**src/rtl/cpu_fetch_decode_pipe.sv**
```systemverilog
// Two-stage instruction front end: fetch (PC + instruction memory) and decode
// (field extraction + register read) with valid/ready backpressure and redirects.
module cpu_fetch_decode_pipe #(
  parameter int              WIDTH      = 32,
  parameter int              INST_COUNT = 64,
  parameter int              REG_COUNT  = 16,
  parameter string           CODE_FILE  = "cpu/code.hex",
  parameter string           REG_FILE   = "cpu/regfile_init.hex",
  parameter logic [WIDTH-1:0] RESET_PC  = '0
) (
  input  logic             clk,
  input  logic             nreset,
  input  logic             redirect_valid,
  input  logic [WIDTH-1:0] redirect_pc,
  input  logic             wb_en,
  input  logic [3:0]       wb_addr,
  input  logic [WIDTH-1:0] wb_data,
  input  logic             out_ready,
  output logic             out_valid,
  output logic [WIDTH-1:0] out_pc,
  output logic [WIDTH-1:0] out_inst,
  output logic [3:0]       out_rn,
  output logic [3:0]       out_rd,
  output logic [WIDTH-1:0] out_rn_val,
  output logic [WIDTH-1:0] out_rd_val,
  output logic             out_branch_taken
);
  localparam int IAW = (INST_COUNT > 1) ? $clog2(INST_COUNT) : 1;

  logic [WIDTH-1:0] imem [INST_COUNT];
  logic [WIDTH-1:0] rf   [REG_COUNT];

  logic [WIDTH-1:0]      pc_q, pc_d;
  logic                  f_valid_q, f_valid_d;
  logic [WIDTH-1:0]      f_pc_q, f_pc_d;
  logic [WIDTH-1:0]      f_inst_q, f_inst_d;
  logic                  out_valid_q, out_valid_d;
  logic [WIDTH-1:0]      out_pc_q, out_pc_d;
  logic [WIDTH-1:0]      out_inst_q, out_inst_d;
  logic [1:0][3:0]       out_idx_q, out_idx_d;   // [0]=Rn, [1]=Rd
  logic [1:0][WIDTH-1:0] out_val_q, out_val_d;
  logic                  out_br_q, out_br_d;

  logic                  adv;
  logic                  in_range;
  logic [WIDTH-1:0]      fetch_word;
  logic [1:0][3:0]       f_idx;
  logic [1:0][WIDTH-1:0] f_val;
  logic                  f_br;
  logic [WIDTH-1:0]      br_tgt;

  assign adv        = !out_valid_q || out_ready;
  assign in_range   = (pc_q >> 2) < WIDTH'(INST_COUNT);
  assign fetch_word = in_range ? imem[pc_q[IAW+1:2]] : '0;
  assign f_idx[0]   = f_inst_q[19:16];
  assign f_idx[1]   = f_inst_q[15:12];
  assign f_br       = f_valid_q && (f_inst_q[27:26] == 2'b10) && (f_inst_q[31:28] == 4'hE);
  assign br_tgt     = f_pc_q + WIDTH'(8) + {{(WIDTH-26){f_inst_q[23]}}, f_inst_q[23:0], 2'b00};

  // Index 15 reads as PC+8; a same-cycle writeback wins over the stored value.
  always_comb begin
    for (int p = 0; p < 2; p++) begin
      f_val[p] = rf[f_idx[p]];
      if (wb_en && (wb_addr == f_idx[p])) f_val[p] = wb_data;
      if (f_idx[p] == 4'hF)               f_val[p] = f_pc_q + WIDTH'(8);
    end
  end

  always_comb begin
    pc_d        = pc_q;
    f_valid_d   = f_valid_q;
    f_pc_d      = f_pc_q;
    f_inst_d    = f_inst_q;
    out_valid_d = out_valid_q;
    out_pc_d    = out_pc_q;
    out_inst_d  = out_inst_q;
    out_idx_d   = out_idx_q;
    out_val_d   = out_val_q;
    out_br_d    = out_br_q;
    if (redirect_valid) begin
      pc_d        = redirect_pc;
      f_valid_d   = 1'b0;
      out_valid_d = 1'b0;
      out_br_d    = 1'b0;
    end else if (adv) begin
      pc_d        = pc_q + WIDTH'(4);
      f_pc_d      = pc_q;
      f_inst_d    = fetch_word;
      f_valid_d   = 1'b1;
      out_valid_d = f_valid_q;
      if (f_valid_q) begin
        out_pc_d   = f_pc_q;
        out_inst_d = f_inst_q;
        out_idx_d  = f_idx;
        out_val_d  = f_val;
        out_br_d   = f_br;
        // Taken branch squashes the sequential fetch issued this same cycle.
        if (f_br) begin
          pc_d      = br_tgt;
          f_valid_d = 1'b0;
        end
      end
    end else begin
      for (int p = 0; p < 2; p++)
        if (wb_en && (wb_addr != 4'hF) && (wb_addr == out_idx_q[p])) out_val_d[p] = wb_data;
    end
  end

  always_ff @(posedge clk) begin
    if (nreset) begin
      pc_q        <= RESET_PC;
      f_valid_q   <= 1'b0;
      f_pc_q      <= '0;
      f_inst_q    <= '0;
      out_valid_q <= 1'b0;
      out_pc_q    <= '0;
      out_inst_q  <= '0;
      out_idx_q   <= '0;
      out_val_q   <= '0;
      out_br_q    <= 1'b0;
    end else begin
      pc_q        <= pc_d;
      f_valid_q   <= f_valid_d;
      f_pc_q      <= f_pc_d;
      f_inst_q    <= f_inst_d;
      out_valid_q <= out_valid_d;
      out_pc_q    <= out_pc_d;
      out_inst_q  <= out_inst_d;
      out_idx_q   <= out_idx_d;
      out_val_q   <= out_val_d;
      out_br_q    <= out_br_d;
    end
  end

  always_ff @(posedge clk) begin
    if (!nreset && wb_en) rf[wb_addr] <= wb_data;
  end

  assign out_valid        = out_valid_q;
  assign out_pc           = out_pc_q;
  assign out_inst         = out_inst_q;
  assign out_rn           = out_idx_q[0];
  assign out_rd           = out_idx_q[1];
  assign out_rn_val       = out_val_q[0];
  assign out_rd_val       = out_val_q[1];
  assign out_branch_taken = out_br_q;
endmodule

```
**config.mk**
```make
export PLATFORM = sky130hd
export DESIGN_NAME = cpu_fetch_decode_pipe
export DESIGN_NICKNAME = d
export VERILOG_FILES = /design/src/rtl/cpu_fetch_decode_pipe.sv
export SDC_FILE = /design/constraint.sdc
export NUM_CORES = 1
export LEC_CHECK = 0
export BUFFER_PORTS_ARGS = -buffer_cell sky130_fd_sc_hd__clkbuf_2
export CAP_MARGIN = 20
export CORE_ASPECT_RATIO = 0.8
export CORE_MARGIN = 2
export CORE_UTILIZATION = 45
export DETAILED_ROUTE_END_ITERATION = 10
export PLACE_DENSITY = 0.81
export SLEW_MARGIN = 10
export SYNTH_ARGS = -nofsm -noshare
export SYNTH_HDL_FRONTEND = slang
export SYNTH_SLANG_ARGS = --single-unit
```
**constraint.sdc**
```tcl
create_clock -name clk -period 2.45 [get_ports clk]
set_input_delay 0.245 -clock clk [delete_from_list [all_inputs] [get_ports clk]]
set_output_delay 0.245 -clock clk [all_outputs]
set_load 0.02 [all_outputs]
```
==> reports/metrics.yaml <==
syn2layout_area_growth_pct: 19.0
coreArea_mm2: 0.0157
synth-edff-count: 32
p_leak_nw: 3.58
ys_seq_elements: 162
netlist_instances: 814
r2r_cells: 5
crit_chain: "nor2b_1, a21oi_4, buf_4, mux2i_1, a211oi_1"
grt_pass1_vias: 5624
path_delay_family: "compound AO/OA/AOI/OAI gates"
cap_violations: 0
fillerInstances: 1443
drt_iter0_drc: 497
cts.htree.levels: 4
crit_slowest_cell: "a21oi_4"
drc: 0
hp-class: "in -> reg"
ant_nets: 0
outcome: "complete, no violations"
slew_headroom_pct: 26.6
final-setup-viol-count: 0
grt_max_degree: 65
vias: 6217
netlist_top_cells_area: "dfxtp_1 36%, edfxtp_1 13%, nand2_1 8.3%, buf_4 7.6%, a21oi_1 4.8%"
hp-start: "wb_data[30]"
ys.flop_type: "dfxtp_1"
seq_power_share_pct: 46.2
critPathArrivalTime_ps: 2380
cpPeakStageDelay_ps: 830
fin_crit_ps: 2090
rows: 41
antenna_found_initial: 1
rr_endpoint: "out_rd_val[5]$_SDFFE_PP0P_"
cts.repair.resized: 0
via_per_inst: 5.33
postLayoutCoreUtil_pct: 54.8
port-buffer-count: 169
yosysMostFrequentCell: "nand2_1"
p_clk_share_pct: 44.3
ys_async_sr_fraction_pct: 0
clock_skew_ps: 6.82
tightest_slew_ps: 1100
postSynthAreaPerCell_um2: 8.91
period_share_pct: 85.3
cp_num_cells: 5
switchingPower_mw: 1.63
critical_path_class: "reg -> reg"
whs_ps: 20.6
cts_tree: "done"
io_pins: 211
routedWlPerCell_um: 15.2
fin_ws_ps: 360
cts_root_buf: "clkbuf_16"
worstReg2RegStart: "out_valid$_SDFFE_PP0N_"
rrSetupSlack_ps: 360
crit_buf_inv: 1
setup-tns-final_ps: 0
path_clk_slew_ps: 60
dp_hpwl_mm: 12.2
cp-endpoint: "out_rd_val[5]$_SDFFE_PP0P_"
start_util_pct: 46.0
die_w_um: 146
grt.overflow.total: 0
diodes: 0
synth_commonest_cells: "161 x nand2_1, 130 x dfxtp_1, 73 x buf_4"
critPathLaunchType: "flop"
insertion_delay_ps: 420
cellPowerDensity_mw_per_mm2: 729
cts_made_buffers: 17
cp-startpoint: "out_valid$_SDFFE_PP0N_"
internal-power_mw: 4.67
crit_fanout: 26
swShare_pct: 25.9
hold_viol: 0
yosys.cell_types.count: 44
ir_drop_uv: 461
nNetsFinal: 1012
end_kind: "flop"
fmax_ghz: 0.478
yosysSeqAreaShare_pct: 49.1
post-layout-total-power_mw: 6.29
yosysWarnings: 0
pre_cts_slack_ps: 279
synth_area_mm2: 0.00725
maxSlewViolCount: 0
gp_congestion: 0.889
comb_power_share_pct: 9.5
synth_top_area_share_pct: 35.9
final_layout_size_suffix_gt1_share_pct: 23.9
synth_top_area_cell: "dfxtp_1"
die_h_um: 118
clock_sinks: 162
die_area_mm2: 0.0172
cp.required_ps: 2740
grt_usage_pct: 20.6
rsz0062_at_grt: "false"
grt_pass1_wl_mm: 28.7
wl_mm: 17.8
dr.pass1.iters: 5
clockBufferDepth: 2
[cell type report]
cell class / count / area [um2] / area share [%]
Sequential cell: 162 / 3560 / 41.3
Multi-Input combinational cell: 552 / 3050 / 35.3
Timing Repair Buffer: 200 / 1110 / 12.9
Clock buffer: 17 / 425 / 4.93
Tap cell: 215 / 269 / 3.12
Clock inverter: 15 / 199 / 2.30
Inverter: 5 / 18.8 / 0.217
[metrics by stage]
step | instance area [um2] | instances
6_report | 8630 | 1166
5_1_grt | 8630 | 1166
4_1_cts | 8600 | 1163
3_5_place_dp | 7890 | 1122
3_3_place_gp | 7890 | 1122
2_1_floorplan | 7400 | 854
[flip-flops by register name, indices dropped and copies added (netlist names)]
| register | flops |
|---|---|
| f_valid_q | 1 |
| pc_q | 32 |
| out_rd_val | 32 |
| out_valid | 1 |
| out_pc | 32 |
| f_pc_q | 32 |
| rf | 32 |
[kinds of logic after synthesis]
kind of cell,after synthesis,synth area share [%]
flip-flops,162,49.1
AO/OA/AOI/OAI,148,13.4
multiplexers,34,4.69
other,1,0.0517
adder cells (fa/ha/maj),1,0.173
XOR/XNOR,9,1.09
buffers and inverters,140,11.2
AND/OR/NAND/NOR,319,20.3
[routing by layer]
layer | vias up | wire (um) | track usage (%)
li1 | 3012 | - | -
met1 | 2931 | 7830 | 28.3
met2 | 245 | 8310 | 31.6
met3 | 27 | 1330 | 5.39
met4 | 2 | 304 | 6.56
met5 | - | 11 | 0
[worst min path at each step]
stage                     cells past startpoint                     end  slack (ps)
final                                         1     rf[0][30]$_DFFE_PP_          20
after global routing                          1     rf[0][22]$_DFFE_PP_           3
after floorplan                               0      rf[0][0]$_DFFE_PP_         340
after CTS                                     1      rf[0][0]$_DFFE_PP_         0.6
after detailed placement                      1     rf[0][11]$_DFFE_PP_         440
after global placement                        2  f_pc_q[1]$_SDFFE_PP0P_         440
[power by group through the flow]
stage	sequential (mW)	clock (mW)	combinational, mW
after global routing	2.92	2.97	0.651
after floorplan	2.97	0	0.442
after CTS	2.91	2.84	0.594
final	2.91	2.79	0.597
after global placement	2.96	0	0.569
after detailed placement	2.97	0	0.580
[cells in the final DEF (no fill, tap or decap), types with 5 or more instances in the layout]
master / n
nor2_1: 33
a21oi_1: 69
dlygate4sd3_1: 12
dfxtp_1: 130
conb_1: 41
a211oi_1: 39
inv_1: 5
and4_1: 5
clkbuf_2: 168
nor3_1: 40
nand2_1: 161
a2111oi_0: 6
edfxtp_1: 32
nand3_1: 20
a31oi_1: 5
o31ai_1: 6
nand4_1: 12
clkbuf_16: 17
buf_4: 20
nor2b_1: 7
nor4_1: 12
xor2_1: 6
or4_1: 7
mux2i_1: 34
[timing repair]
item,in CTS,in global routing
buffers inserted,0,0
hold buffers,9,3
hold endpoints to repair,9,3
Note: power is estimated with default switching activity, not from simulation.
